## config.mk

```make
export PLATFORM = sky130hd
export DESIGN_NAME = main_fsm_ext
export DESIGN_NICKNAME = d
export VERILOG_FILES = /design/src/rtl/main_fsm_ext.sv
export SDC_FILE = /design/constraint.sdc
export NUM_CORES = 1
export LEC_CHECK = 0
export BUFFER_PORTS_ARGS = -buffer_cell sky130_fd_sc_hd__buf_2
export CAP_MARGIN = 15
export CORE_MARGIN = 2
export CORE_UTILIZATION = 30
export DETAILED_ROUTE_END_ITERATION = 16
export PLACE_DENSITY = 0.63
export SLEW_MARGIN = 0
export SYNTH_ARGS = -nofsm -noshare
export SYNTH_HDL_FRONTEND = slang
export SYNTH_SLANG_ARGS = --single-unit
```

## constraint.sdc

```tcl
create_clock -name clk -period 1.7 [get_ports clk]
set_clock_uncertainty 0.05 [all_clocks]
set_input_delay 0.17 -clock clk [delete_from_list [all_inputs] [get_ports clk]]
set_output_delay 0.17 -clock clk [all_outputs]
set_load 0.02 [all_outputs]
```

## src/rtl/main_fsm_ext.sv

```systemverilog
// Multicycle RV32I main control FSM with jalr/lui/auipc, optional memory
// wait-states, an illegal-opcode trap and per-opcode immediate selection.
module main_fsm_ext #(
  parameter bit MEM_WAIT        = 1'b0,
  parameter bit TRAP_ON_ILLEGAL = 1'b1,
  parameter bit FENCE_AS_NOP    = 1'b1
) (
  input  logic       clk,
  input  logic       reset,
  input  logic [6:0] op,
  input  logic       mem_ready,
  output logic       mem_req,
  output logic       MemWrite,
  output logic       RegWrite,
  output logic       IRWrite,
  output logic       AdrSrc,
  output logic       PCUpdate,
  output logic [1:0] ResultSrc,
  output logic [1:0] ALUSrcA,
  output logic [1:0] ALUSrcB,
  output logic       Branch,
  output logic [1:0] ALUOp,
  output logic [2:0] ImmSrc,
  output logic       illegal,
  output logic [3:0] state
);

  typedef enum logic [3:0] {
    S_FETCH     = 4'd0,
    S_DECODE    = 4'd1,
    S_MEMADR    = 4'd2,
    S_MEMREAD   = 4'd3,
    S_MEMWB     = 4'd4,
    S_MEMWRITE  = 4'd5,
    S_EXECR     = 4'd6,
    S_ALUWB     = 4'd7,
    S_EXECI     = 4'd8,
    S_JAL       = 4'd9,
    S_BRANCH    = 4'd10,
    S_JALR_CALC = 4'd11,
    S_JALR_JUMP = 4'd12,
    S_LUI       = 4'd13,
    S_TRAP      = 4'd15
  } state_t;

  localparam logic [6:0] OP_LOAD   = 7'b0000011;
  localparam logic [6:0] OP_STORE  = 7'b0100011;
  localparam logic [6:0] OP_RTYPE  = 7'b0110011;
  localparam logic [6:0] OP_ITYPE  = 7'b0010011;
  localparam logic [6:0] OP_JAL    = 7'b1101111;
  localparam logic [6:0] OP_BRANCH = 7'b1100011;
  localparam logic [6:0] OP_JALR   = 7'b1100111;
  localparam logic [6:0] OP_LUI    = 7'b0110111;
  localparam logic [6:0] OP_AUIPC  = 7'b0010111;
  localparam logic [6:0] OP_FENCE  = 7'b0001111;

  state_t     state_q, state_d;
  logic       rdy;
  logic [2:0] imm_dec;
  state_t     illegal_next;

  // Without wait-states every memory access completes in one cycle.
  assign rdy = MEM_WAIT ? mem_ready : 1'b1;
  assign illegal_next = TRAP_ON_ILLEGAL ? S_TRAP : S_FETCH;
  assign state = state_q;

  // State register; reset forces FETCH immediately, aborting any access.
  always_ff @(posedge clk or negedge reset) begin
    if (!reset) state_q <= S_FETCH;
    else        state_q <= state_d;
  end

  // Immediate format depends only on the opcode, whatever the state.
  always_comb begin
    imm_dec = 3'b000;
    case (op)
      OP_STORE:          imm_dec = 3'b001;
      OP_BRANCH:         imm_dec = 3'b010;
      OP_JAL:            imm_dec = 3'b011;
      OP_LUI, OP_AUIPC:  imm_dec = 3'b100;
      default:           imm_dec = 3'b000;
    endcase
  end

  // Next-state and datapath controls; everything idles at 0 by default.
  always_comb begin
    state_d   = S_FETCH;
    mem_req   = 1'b0;
    MemWrite  = 1'b0;
    RegWrite  = 1'b0;
    IRWrite   = 1'b0;
    AdrSrc    = 1'b0;
    PCUpdate  = 1'b0;
    ResultSrc = 2'b00;
    ALUSrcA   = 2'b00;
    ALUSrcB   = 2'b00;
    Branch    = 1'b0;
    ALUOp     = 2'b00;
    ImmSrc    = imm_dec;
    illegal   = 1'b0;
    case (state_q)
      S_FETCH: begin
        mem_req   = 1'b1;
        ALUSrcB   = 2'b10;
        ResultSrc = 2'b10;
        // IR load and PC+4 only on the completing cycle, never while stalled.
        IRWrite   = rdy;
        PCUpdate  = rdy;
        state_d   = rdy ? S_DECODE : S_FETCH;
      end
      S_DECODE: begin
        ALUSrcA = 2'b01;
        ALUSrcB = 2'b01;
        case (op)
          OP_LOAD, OP_STORE: state_d = S_MEMADR;
          OP_RTYPE:          state_d = S_EXECR;
          OP_ITYPE:          state_d = S_EXECI;
          OP_JAL:            state_d = S_JAL;
          OP_BRANCH:         state_d = S_BRANCH;
          OP_JALR:           state_d = S_JALR_CALC;
          OP_LUI:            state_d = S_LUI;
          OP_AUIPC:          state_d = S_ALUWB;
          OP_FENCE:          state_d = FENCE_AS_NOP ? S_FETCH : illegal_next;
          default:           state_d = illegal_next;
        endcase
      end
      S_MEMADR: begin
        ALUSrcA = 2'b10;
        ALUSrcB = 2'b01;
        if (op == OP_LOAD)       state_d = S_MEMREAD;
        else if (op == OP_STORE) state_d = S_MEMWRITE;
        else                     state_d = S_FETCH;
      end
      S_MEMREAD: begin
        mem_req = 1'b1;
        AdrSrc  = 1'b1;
        state_d = rdy ? S_MEMWB : S_MEMREAD;
      end
      S_MEMWB: begin
        ResultSrc = 2'b01;
        RegWrite  = 1'b1;
      end
      S_MEMWRITE: begin
        mem_req  = 1'b1;
        AdrSrc   = 1'b1;
        MemWrite = 1'b1;
        state_d  = rdy ? S_FETCH : S_MEMWRITE;
      end
      S_EXECR: begin
        ALUSrcA = 2'b10;
        ALUOp   = 2'b10;
        state_d = S_ALUWB;
      end
      S_EXECI: begin
        ALUSrcA = 2'b10;
        ALUSrcB = 2'b01;
        ALUOp   = 2'b10;
        state_d = S_ALUWB;
      end
      S_LUI: begin
        ALUSrcA = 2'b11;
        ALUSrcB = 2'b01;
        state_d = S_ALUWB;
      end
      S_ALUWB: begin
        RegWrite = 1'b1;
      end
      S_JAL, S_JALR_JUMP: begin
        // PC takes the target in ALUOut while the ALU forms OldPC+4 for rd.
        ALUSrcA  = 2'b01;
        ALUSrcB  = 2'b10;
        PCUpdate = 1'b1;
        state_d  = S_ALUWB;
      end
      S_JALR_CALC: begin
        ALUSrcA = 2'b10;
        ALUSrcB = 2'b01;
        state_d = S_JALR_JUMP;
      end
      S_BRANCH: begin
        ALUSrcA = 2'b10;
        ALUOp   = 2'b01;
        Branch  = 1'b1;
      end
      S_TRAP: begin
        illegal = 1'b1;
        state_d = S_TRAP;
      end
      default: begin
        ImmSrc  = 3'b000;
        state_d = S_FETCH;
      end
    endcase
  end

endmodule
```

==> metrics, run 1 <==
Slew Viols, Final=0; Seq. cell area=104 um2; drt pass-1 iters=4; worst hold-check path type=input port to flop; most common cell in the netlist=nor2_1; R2R Path End=state[0]; Fin. Hold Viols=0; post-synthesis xor/xnor area fraction=4.97%; WL per Instance=11.5 um; Critical Path Sink Type=output pin; Syn Nets=116; footprint of the multi-input gates=537 um2; pre-CTS setup slack=0.189 ns; Die Span X=52.5 um; Max Fclk=602 MHz; pwr/cell area=1890 nW/um2; cell taking the most area after synthesis=dfrtp_1; Cells after Synth=106; Tightest Pin Transition=0.360 ns; Syn Std Cell Area=704 um2; post-synthesis sequential area ratio=14.2%; VDD IR-drop max=1050 uV; Synth Area in Simple Gates=40.1%; Primary FF master, synth=dfrtp_1; Critical Path End=mem_req; fillcell total=258; EDFF count, synth=0; CP Launch Point=state[1]; initial drt markers=7; min setup slack post-route=0.0386 ns; slew margin rel.=75.7%; post-route insts no fill=169; GRT Residual Overflow=0; # clock sinks=4; #FFs+latches synth=4; FP Rows=17; share of cells above drive strength 1=41.1%; Ys Warns=0; syn avg cell area=6.65 um2; placed cell count=158; Req. time, crit path=1.48 ns; largest net degree at the start of global routing=15; IO Pins=33; total track usage=14.7%; Clock Latency Late Sink=0.23 ns; Setup crit start kind=flop; vias in the first global route=717; top-area cell type share of the netlist area=14.2%; Inserted Diodes=0; LEAKAGE=0.480 nW; Synth area leaders=dfrtp_1 14%, nor2_1 8.0%, nand2b_1 6.2%; Worst Path Class, Setup=flop to output pin; worst-path fanout max=7; RSZ-0062 raised after global routing=yes; Design Power=1.88 mW; CTS Buffer Depth=2; WL final=1.95 mm; reg2reg setup slack=0.17 ns; Data arrival, critical path=1.44 ns; status=finished, final reports clean; area growth from synthesis to layout=41.0%; # DRC=0; reg2reg start=state[0]; Area after DPL=877 um2; post-synth cell types=41; async set or reset register ratio after synthesis=100%; Clk pin slew, worst setup/hold paths=0.04 ns; CTS buffer count=3; global-route wire length before repair=3.13 mm; max reg flops=4; H-tree depth=1; Compound-Gate Fraction of Synth Area=25.0%; Core Util, Final=44.9%; main combinational cell family by area after synthesis=simple AND/OR/NAND/NOR gates; starting density of the core=31.8%; core area=2210 um2; Vias=860; Synth Area in Adders=0%; Register-to-Register Path Depth=4; Routability Congestion=0.766; fin crit share=97.7%; Die H=52.5 um; Layout Nets=153; Post-synth top cells=15 x nor2_1, 8 x nand2_1, 7 x nand2b_1; remaining antenna violation count=0; post-synthesis mux area share=1.42%; CTS root buffer=clkbuf_4; Final setup viols=0; final hold slack=0.204 ns; Total Neg Setup Slack=0 ns; die area=2750 um2; HPWL Detailed=1.46 mm; minimum clock period=1.66 ns; initial antenna violation count=0; Finished Cell Area=993 um2; Port Buf Inserts=31; max_cap viols=0; CTS tree=done; Vias/cell=5.09
[worst min-delay path by stage]
stage | startpoint | to | slack [ns] | depth (start not counted)
CTS | op[5] | state[1] | 0.20 | 2
detailed placement | reset | state[3] | -0.07 | 1
global placement | reset | state[2] | -0.07 | 1
floorplan | reset | state[0] | -0.18 | 0
finish | op[5] | state[1] | 0.20 | 2
global route | reset | state[3] | 0.23 | 2
[per-layer routing]
layer | GRT usage (%) | routed length [um] | share of wire, %
met5 | 0 | 0 | 0
met4 | 6.41 | 0 | 0
met3 | 0 | 91 | 4.7
met2 | 25.2 | 968 | 50
met1 | 19.3 | 886 | 46
[kinds of logic after synthesis]
kind of cell | after synthesis
and+or+nand+nor | 53
AOI/OAI and AO/OA | 26
buffers and inverters | 18
xor gates and xnor gates | 4
DFF | 4
muxes | 1
[cell usage in the layout (no fill, tap or decap), types with 3 or more instances in the layout]
master | Yosys | routed
nor2_1 | 15 | 15
nor2b_1 | 3 | 3
nand2_1 | 8 | 7
buf_4 | 5 | 13
a21oi_1 | 5 | 5
o21ai_0 | 5 | 5
and2_1 | 3 | 3
inv_1 | 4 | 4
dfrtp_2 | 0 | 3
buf_2 | 5 | 30
nor3_1 | 6 | 6
nand2b_1 | 7 | 5
clkbuf_4 | 0 | 3
[layout make-up]
| type | instances | share of cell area (%) |
|---|---|---|
| multi-input combinational | 84 | 54.0 |
| timing repair buffer | 46 | 28.2 |
| sequential | 4 | 10.5 |
| tap | 28 | 3.53 |
| clock buffer | 3 | 2.27 |
| inverter | 4 | 1.51 |
[worst max-delay path, cell delays in order, from the launching register on]
cell and delay (ns):
dfrtp_1 0.42, buf_6 0.16, xnor2_1 0.14, nor2_1 0.07
or2_2 0.27, buf_2 0.16
[power by group]
part	total (mW)	switching [mW]	internal, mW
Sequential	0.259	0.112	0.147
Clock	0.118	0.0387	0.0790
Combinational	1.50	0.820	0.683
Total	1.88	0.971	0.909
[timing repair]
action                                  4_1_cts  5_1_grt
buffers inserted                              3        4
hold buffers                                  1        0
cloned                                        0        0
pin swaps                                     0        1
endpoints found under the setup margin        8        4
gates resized for setup                       4        5
hold endpoints to repair                      4        0
Note: power is estimated with default switching activity, not from simulation.
==> run 2, diff against run 1 <==
--- a/config.mk
+++ b/config.mk
@@ -7,10 +7,12 @@
 export LEC_CHECK = 0
 export BUFFER_PORTS_ARGS = -buffer_cell sky130_fd_sc_hd__buf_2
 export CAP_MARGIN = 15
+export CELL_PAD_IN_SITES_DETAIL_PLACEMENT = 1
+export CELL_PAD_IN_SITES_GLOBAL_PLACEMENT = 1
 export CORE_MARGIN = 2
 export CORE_UTILIZATION = 30
 export DETAILED_ROUTE_END_ITERATION = 16
-export PLACE_DENSITY = 0.63
+export PLACE_DENSITY = 0.84
 export SLEW_MARGIN = 0
 export SYNTH_ARGS = -nofsm -noshare
 export SYNTH_HDL_FRONTEND = slang
==> run 2 against run 1 <==
  * Wire length is 26% higher
  * Flip-flop and latch count is the same
  * Register-to-register slack about the same
  * Setup slack worse by 0.0096 ns
  * Power up 7.0%
  * Highest routed layer is now met4
  * Critical endpoint unchanged
  * Core utilization increased by 1.1 points
  * Clock power is essentially flat
==> metrics, run 2 (synthesis results as in run 1) <==
Vias/cell=5.35; max reg flops=4; vias in the first global route=847; Tightest Pin Transition=0.444 ns; combinational share of power=82.1%; RSZ-0062 raised after global routing=yes; Max Fclk=598 MHz; CTS Buffer Depth=2; crit-path max cell delay=0.44 ns; LEAKAGE=0.483 nW; Clock Latency Late Sink=0.24 ns; # clock sinks=4; placed cell count=160; global-route wire length before repair=3.78 mm; Setup crit start kind=flop; starting density of the core=31.8%; CP max stage cell=dfrtp_2; area growth from synthesis to layout=44.4%; fillcell total=295; reg2reg setup slack=0.18 ns; Req. time, crit path=1.48 ns; max_cap viols=0; core area=2210 um2; most frequent cells in the layout=29 x buf_2, 14 x nor2_1, 13 x buf_4; FP Rows=17; total track usage=18.1%; Routability Congestion=0.809; GRT Residual Overflow=0; Layout Nets=152; Vias=898; Port Buf Inserts=31; CTS root buffer=clkbuf_4; power share of the clock group=6.0%; CP cell instances=buf_6, xnor2_2, nor2_2, or2_2, buf_4; Core Util, Final=46.0%; initial drt markers=4; WL per Instance=14.6 um; drt pass-1 iters=4; remaining antenna violation count=0; die area=2750 um2; largest net degree at the start of global routing=14; post-route insts no fill=168; Seq pwr share=11.9%; fin crit share=98.3%; worst-path fanout max=6; CTS buffer count=3; Inserted Diodes=0; Bufs and invs on worst path=2; Seq. cell area=105 um2; pwr/cell area=1980 nW/um2; Die Span X=52.5 um; Sw Share=52.7%; Worst Path Class, Setup=flop to output pin; VDD IR-drop max=914 uV; WL final=2.45 mm; commonest non-fill, non-tap cell in the layout=buf_2; Clk pin slew, worst setup/hold paths=0.04 ns; H-tree depth=1; initial antenna violation count=0; Critical Path Sink Type=output pin; Final setup viols=0; Fin. Hold Viols=0; critical path's top delay family=flip-flops; # DRC=0; slew margin rel.=70.0%; HPWL Detailed=1.77 mm; Die H=52.5 um; footprint of the multi-input gates=556 um2; CTS tree=done; IO Pins=33; Data arrival, critical path=1.45 ns; Slew Viols, Final=0; status=finished, final reports clean; minimum clock period=1.67 ns; Total Neg Setup Slack=0 ns; share of cells above drive strength 1=44.3%; Internal Pwr Total=951 uW; worst hold-check path type=input port to flop; NetSw=1.06 mW
run 2: cell count changes in the layout (fill, tap and decap cells not counted), sizes merged:
cell	before	now
buf	45	44
run 2: layer usage:
layer  vias up  global-route usage, %  part of all wire, %
met5         -                      0                    0
met4         0                   7.26                 0.41
met2        28                   34.2                   54
met3         2                   1.14                  3.7
li1        443                      -                    -
met1       425                   20.6                   42
run 2: area by class of cell:
class / instances / area share, %
tap: 28 / 3.44
timing repair buffer: 45 / 27.9
multi-input combinational: 84 / 54.6
inverter: 4 / 1.48
sequential: 4 / 10.3
clock buffer: 3 / 2.21
run 2: path summary, 6_finish.rpt:
| check | startpoint | to | depth (start not counted) |
|---|---|---|---|
| hold reg to reg | state[0] | state[3] | 1 |
| min in group asynchronous | reset | state[2] | 2 |
| setup reg to reg | state[3] | state[0] | 4 |
| max in group asynchronous | reset | state[3] | 2 |
| setup / recovery | state[1] | mem_req | 5 |
| hold / removal | op[5] | state[1] | 2 |
run 2: timing repair:
action,CTS,global route
hold endpoints to repair,4,0
hold buffers,1,0
setup buffers,1,3
endpoints found under the setup margin,5,7
gates resized for setup,4,10
cloned,0,0
pin swaps,0,2
run 2: worst register-to-register path: stages (launching register included):
cell and delay [ns]:
dfrtp_2 0.44, buf_4 0.15, or3b_1 0.42, o221ai_1 0.22
o31a_1 0.17
run 2: metrics by stage:
| step | total power, mW | setup WS (ns) | area [um2] | hold WS (ns) |
|---|---|---|---|---|
| floorplan | 1.21 | 0.0219 | 719 | -0.176 |
| detailed placement | 1.64 | 0.186 | 892 | -0.0706 |
| global placement | 1.60 | 0.203 | 892 | -0.0743 |
| CTS | 1.83 | 0.00400 | 945 | 0.204 |
| finish | 2.01 | 0.0290 | 1020 | 0.224 |
| global route | 2.16 | -0.0312 | 1020 | 0.247 |
run 2: power groups by stage:
stage,registers [mW],logic [mW],clock network [mW]
finish,0.239,1.65,0.121
global route,0.250,1.78,0.125
CTS,0.243,1.46,0.119
detailed placement,0.244,1.40,0
global placement,0.242,1.35,0
floorplan,0.234,0.979,0
